### config.mk
export PLATFORM = sky130hd
export DESIGN_NAME = counter_arb
export DESIGN_NICKNAME = d
export VERILOG_FILES = /design/src/rtl/counter_arb.sv
export SDC_FILE = /design/constraint.sdc
export NUM_CORES = 1
export LEC_CHECK = 0
export CORE_ASPECT_RATIO = 0.75
export CORE_MARGIN = 10
export CORE_UTILIZATION = 38
export CTS_CLUSTER_SIZE = 10
export DETAILED_ROUTE_END_ITERATION = 10
export PLACE_DENSITY = 0.85
export SYNTH_ARGS = -nofsm -noshare
export SYNTH_HDL_FRONTEND = slang
export SYNTH_SLANG_ARGS = --single-unit
### constraint.sdc
create_clock -name clk -period 2.2 [get_ports clk]
set_input_delay 0.44 -clock clk [delete_from_list [all_inputs] [get_ports clk]]
set_output_delay 0.44 -clock clk [all_outputs]
set_load 0.01 [all_outputs]
### src/rtl/counter_arb.sv
// Round-robin arbiter granting a shared counter to NREQ requesters.
// Define COUNTER_ARB_TIMEOUT_EN to build the RUN-cycle watchdog.
module counter_arb #(
  parameter int WIDTH = 8,
  parameter int NREQ  = 2
) (
  input  logic                  clk,
  input  logic                  rst,
  input  logic [NREQ-1:0]       req,
  input  logic [NREQ*WIDTH-1:0] start_value,
  output logic [NREQ-1:0]       gnt,
  output logic [NREQ-1:0]       done,
  output logic [NREQ-1:0]       aborted,
  output logic                  busy,
  output logic                  err,
  output logic                  cnt_load,
  output logic [WIDTH-1:0]      cnt_load_value,
  output logic                  cnt_enable,
  input  logic                  cnt_overflow
);

  localparam int IW = (NREQ > 1) ? $clog2(NREQ) : 1;

  typedef enum logic [1:0] {
    IDLE, LOAD, RUN, DONE
  } state_t;

  state_t          state, state_nx;
  logic [IW-1:0]   idx, idx_nx;
  logic [IW-1:0]   rr_ptr, rr_nx;
  logic [IW-1:0]   win, nxt_idx;
  logic [WIDTH-1:0] val, val_nx;
  logic [NREQ-1:0] abt, abt_nx;
  logic            err_q, err_nx;
  logic            found;
  logic            wd_hit;

  function automatic logic [IW-1:0] slot(
    input logic [IW-1:0] p,
    input int            k
  );
    int j;
    j = int'(p) + k;
    if (j >= NREQ) j -= NREQ;
    return IW'(j);
  endfunction

  always_comb begin
    win   = '0;
    found = 1'b0;
    for (int k = 0; k < NREQ; k++) begin
      if (!found && req[slot(rr_ptr, k)]) begin
        win   = slot(rr_ptr, k);
        found = 1'b1;
      end
    end
  end

  assign nxt_idx = (int'(idx) == NREQ - 1) ? '0 : idx + IW'(1);

`ifdef COUNTER_ARB_TIMEOUT_EN
  localparam int WW = WIDTH + 2;
  localparam logic [WW-1:0] WD_LAST = WW'(2 ** WIDTH + 3);

  logic [WW-1:0] wd, wd_nx;

  always_comb begin
    wd_nx = '0;
    if (state == RUN) wd_nx = wd + WW'(1);
  end

  always_ff @(posedge clk) begin
    if (rst) wd <= '0;
    else     wd <= wd_nx;
  end

  // wd holds the number of RUN cycles already completed
  assign wd_hit = (state == RUN) && (wd == WD_LAST);
`else
  assign wd_hit = 1'b0;
`endif

  always_comb begin
    state_nx = state;
    idx_nx   = idx;
    val_nx   = val;
    rr_nx    = rr_ptr;
    abt_nx   = '0;
    err_nx   = 1'b0;
    case (state)
      IDLE: begin
        if (found) begin
          idx_nx   = win;
          val_nx   = start_value[int'(win)*WIDTH +: WIDTH];
          state_nx = LOAD;
        end
      end
      LOAD, RUN: begin
        if (!req[idx]) begin
          state_nx    = IDLE;
          abt_nx[idx] = 1'b1;
          rr_nx       = nxt_idx;
        end else if (state == LOAD) begin
          state_nx = RUN;
        end else if (cnt_overflow) begin
          state_nx = DONE;
        end else if (wd_hit) begin
          state_nx    = IDLE;
          abt_nx[idx] = 1'b1;
          err_nx      = 1'b1;
          rr_nx       = nxt_idx;
        end
      end
      DONE: begin
        state_nx = IDLE;
        rr_nx    = nxt_idx;
      end
      default: state_nx = IDLE;
    endcase
  end

  always_ff @(posedge clk) begin
    if (rst) begin
      state  <= IDLE;
      idx    <= '0;
      val    <= '0;
      rr_ptr <= '0;
      abt    <= '0;
      err_q  <= 1'b0;
    end else begin
      state  <= state_nx;
      idx    <= idx_nx;
      val    <= val_nx;
      rr_ptr <= rr_nx;
      abt    <= abt_nx;
      err_q  <= err_nx;
    end
  end

  assign gnt = (state == LOAD || state == RUN) ? (NREQ'(1) << idx) : '0;
  assign done = (state == DONE) ? (NREQ'(1) << idx) : '0;
  assign aborted = abt;
  assign err = err_q;
  assign busy = (state != IDLE);
  assign cnt_load = (state == LOAD);
  assign cnt_enable = (state == RUN);
  assign cnt_load_value = val;

endmodule

# Yosys cells after proc, flatten, opt, wreduce, memory -nomap -nowiden
# Cells that the tools add are included.
# word_totals
reg_bits,14
inputBits,21
output_inout_bits,18
elab_cells,60
# classes
add_sub_neg,4
n_lt_le_gt_ge,6
n_eq_ne,6
shifts,2
muxes,24
n_bitwise,1
n_reduce_logical,12
# ops
op,n
indexed part select 16 x 5 -> 8 bit,1
two-way mux 1 bit,15
two-way mux 2 bit,6
"< comparator 1 x 2 -> 1 bit, second input constant",3
case mux 2 bit (3 select lines),1
AND reduction 2 bit,3
"equality test 2 bit, second input constant",2
"inequality test 2 bit, second input constant",2
"inequality test 4 bit, second input constant",1
nonzero test 2 bit,2
OR reduction 3 bit,1
"adder 1 x 1 -> 2 bit, second input constant",1
"equality test 2 x 1 -> 1 bit, second input constant",1
"greater-or-equal comparator 1 x 2 -> 1 bit, second input constant",1
"greater-or-equal comparator 2 bit, second input constant",1
logical AND 1 bit,2
zero test 2 bit,1
case mux 1 bit (2 select lines),1
OR reduction 2 bit,1
"<< shifter 1 x 1 -> 2 bit, first input constant",1
"subtractor 1 bit, second input constant",2
"adder 1 bit, second input constant",1
demux 1 bit (select 1 bit),1
"greater-or-equal comparator 1 bit, second input constant",1
3 further kinds,3

# Depth between registers and ports, before layout
# logic_depth
ltp_word,10
mapped_depth,6
ltp_nobuf,5

# Least setup slack after synthesis
# No wires, ideal clock.
# synth_timing
kind,register to register
start,register state[0]
end,register state[0]
setup_ns,0.119
t_arrival_ns,1.499
setup_slack_ns,0.582
stages_incl_launch_ff,6
path_buffers,0
synth_period_minus_slack_ns,1.618
path_cell_list,dfxtp_1 > inv_1 > ha_1 > or3b_1 > a2bb2oi_1 > o221a_1
# synth_via
elab_chain_len,4
# synth_lines
item,line,rtl
"start, declared",28,"state_t state, state_nx;"
"start signal, assigned",131,state <= state_nx;
equality test 2 x 1 -> 1 bit or equality test 2 bit (tied branches),"90, 103",
two-way mux 2 bit or OR reduction 2 bit (tied branches),"103, 90",
two-way mux 2 bit or inequality test 4 bit (tied branches),--,
case mux 2 bit (3 select lines) or AND reduction 2 bit (tied branches),--,
# Parallel ways exist; a longest one is shown, timed or not.
# A chain may end at the register's enable or synchronous reset.

# Worst setup path in the final report
# layout_timing
start,register state[0]
end,output port done[0]
# layout_via
elab_chain_len,2
# layout_lines
item,line,rtl
equality test 2 bit,141,assign done = (state == DONE) ? (NREQ'(1) << idx) : '0;
two-way mux 2 bit,141,
"end, declared",12,"output logic [NREQ-1:0] done,"
# No other way between the ends.

==> flow_metrics.tcl <==
set metrics [dict create \
    leakagePower_nw 0.475 \
    syn_inst 87 \
    syn_area_per_cell_um2 8.59 \
    drt-total-wl_um 2330 \
    synth.ff_latch_count 14 \
    place_congestion 0.769 \
    cp_data_required_time_ps 1760 \
    grt_overflow_total 0 \
    std_cell_rows 13 \
    holdBufCountCts 0 \
    use_met2_pct 16.3 \
    criticalPathCategory "reg2out" \
    status "completed" \
    hold_violations 0 \
    dp_slack_ps 194 \
    worst-r2r-setup-slack_ps 520 \
    ys_seq_area_share_pct 37.5 \
    vdd_ir_drop_max_v 0.000482 \
    fmax_mhz 497 \
    insertion_delay_ps 290 \
    numCtsBuffers 3 \
    antenna_found_initial 0 \
    cp.arrival_ps 1570 \
    cts_tree "done" \
    fin_crit_ps 2010 \
    htree_levels 1 \
    mostFrequentLayoutCell "clkdlybuf4s50_1" \
    min_period_over_period_pct 91.4 \
    crit_chain "ha_1, nor2b_1, clkdlybuf4s50_1" \
    dp_hpwl_um 1830 \
    grt-busiest-layer "met2" \
    dpl_cell_area_mm2 0.00113 \
    layout_common_cells "35 x clkdlybuf4s50_1, 12 x dfxtp_1, 11 x o21ai_0, 8 x nand3b_1, 8 x a31oi_1" \
    cts-root-buf "clkbuf_4" \
    ys_types 31 \
    wire_per_inst_um 15.8 \
    synthesis.area_um2 747 \
    drc 0 \
    critical-path-slowest-cell "clkdlybuf4s50_1" \
    grt.met1_usage_pct 10.9 \
    rsz0062_at_grt "false" \
    synth.top_cell.area_share_pct 37.5 \
    grt_max_degree 18 \
    grt_pass1_vias 784 \
    power_density_mw_per_mm2 696 \
    drive_above_1_share_pct 8.80 \
    drv_slew 0 \
    cts_sinks 14 \
    die-width_um 71.2 \
    yosysTopAreaCell "dfxtp_1" \
    die_area_mm2 0.00416 \
    use_met3_pct 5.03 \
    via_per_inst 5.48 \
    drtPass1Iterations 4 \
    cap_violations 0 \
    finalSetupViolCount 0 \
    grt_use_total_pct 10.5 \
    design_area_mm2 0.00119 \
    instances_no_fill 147 \
    cp-start-kind "flop" \
    core-area_mm2 0.00181 \
    dp_cells 143 \
    num_antenna_cells 0 \
    hold_slack_ps 516 \
    area_delta_synth_final_pct 59.5 \
    finalWorstSetupSlack_ps 189 \
    ys_top_cells_by_area "dfxtp_1 38%, nand3b_1 8.0%, o21ai_0 7.4%" \
    start_util_pct 41.4 \
    ant_nets 0 \
    cp_num_buf_inv 1 \
    path_max_fanout 4 \
    fillers 160 \
    yosysWarnings 0 \
    critPathTopFamily "buffers and inverters" \
    path_clk_slew_ps 80 \
    endpoint_kind "output pin" \
    numPortBuffers 37 \
    skew_ps 5.22 \
    post_cts.repair.setup_buffers 0 \
    cts_max_path_buffers 2 \
    drt_iter0_drc 31 \
    critPathMaxStageDelay_ps 550 \
    grt_pass1_wl_um 3560 \
    die_h_um 58.4 \
    vias 805 \
    hp-class "reg2reg" \
    syn_nets 112 \
    setup_tns_ps 0 \
    pin_count 39 \
    nNetsFinal 151 \
]
## power by group
| part | leakage, nW | total (W) | internal, W | switching [W] |
|---|---|---|---|---|
| Clock | 0.0210 | 0.000186 | 0.000101 | 0.0000855 |
| Combinational | 0.338 | 0.000326 | 0.000180 | 0.000146 |
| Sequential | 0.116 | 0.000317 | 0.000292 | 0.0000249 |
| Total | 0.475 | 0.000829 | 0.000573 | 0.000256 |
## stage by stage
| step | power (W) | utilization, % |
|---|---|---|
| CTS | 0.000836 | 65.6 |
| global route | 0.000875 | 66.0 |
| global placement | 0.000626 | 62.9 |
| detailed placement | 0.000636 | 62.9 |
| finish | 0.000829 | 66.0 |
| floorplan | 0.000478 | - |
## what timing repair did
item / CTS / global route
resized for setup: 3 / 3
endpoints found under the setup margin: 2 / 2
cloned: 0 / 0
## layer usage
metal  wire length (um)  part of all wire [%]
met5                  0                     0
met3                222                   9.5
met1                946                    41
met4                 78                   3.3
met2               1080                    46
## worst paths after layout
path | start | endpoint | depth (start not counted)
min | rr_ptr$_SDFFE_PP0P_ | rr_ptr$_SDFFE_PP0P_ | 2
min reg2reg | rr_ptr$_SDFFE_PP0P_ | rr_ptr$_SDFFE_PP0P_ | 2
max | state[0]$_SDFFE_PP0P_ | done[0] | 3
max reg2reg | state[0]$_SDFFE_PP0P_ | state[0]$_SDFFE_PP0P_ | 5
## layout make-up
type                       instances  area (um^2)  share of cell area (%)
clock buffer                       4         36.3                    3.05
sequential                        14          283                    23.7
multi-input combinational         62          432                    36.2
inverter                           6         22.5                    1.89
tap                               22         27.5                    2.31
timing repair buffer              39          390                    32.8
## logic make-up after synthesis
| kind of cell | synth area share (%) |
|---|---|
| compound gates | 27.5 |
| simple gates | 20.1 |
| flops | 37.5 |
| buf+inv | 6.37 |
| fa+ha+maj | 6.70 |
| mux | 1.34 |
| other cells | 0.502 |
## cell usage after synthesis
master and instances:
or3b_1 1, buf_2 2, o221a_1 1, mux2i_1 1, nor2_1 2, a21o_1 1, o32ai_1 1, or4b_1 1
o2bb2ai_1 1, and2_1 2, a21oi_1 2, nand2b_1 1, nor3_1 2, inv_1 5, inv_2 1, conb_1 1
buf_4 1, o21a_1 1, o31ai_1 1, and2b_1 1, a31oi_1 8, clkbuf_1 2, o21ai_1 6, a2bb2oi_1 1
ha_1 4, and2_2 1, nor2b_1 2, nor3b_1 1, dfxtp_1 14, o21ai_0 11, nand3b_1 8
## worst reg2reg max path, delay by kind of cell, from the launching register on
family                     cells  cell delay (ps)
AOI/OAI and AO/OA              2              440
adders and majority gates      1              310
buffers and inverters          1               90
DFF                            1              370
and+or+nand+nor                1              370
## flip-flops by register name (all words and copies together) (netlist names)
| register | flops |
|---|---|
| state | 2 |
| idx | 1 |
| cnt_load_value | 8 |
| aborted | 2 |
| rr_ptr | 1 |
Power figures use the tool's default switching activity.
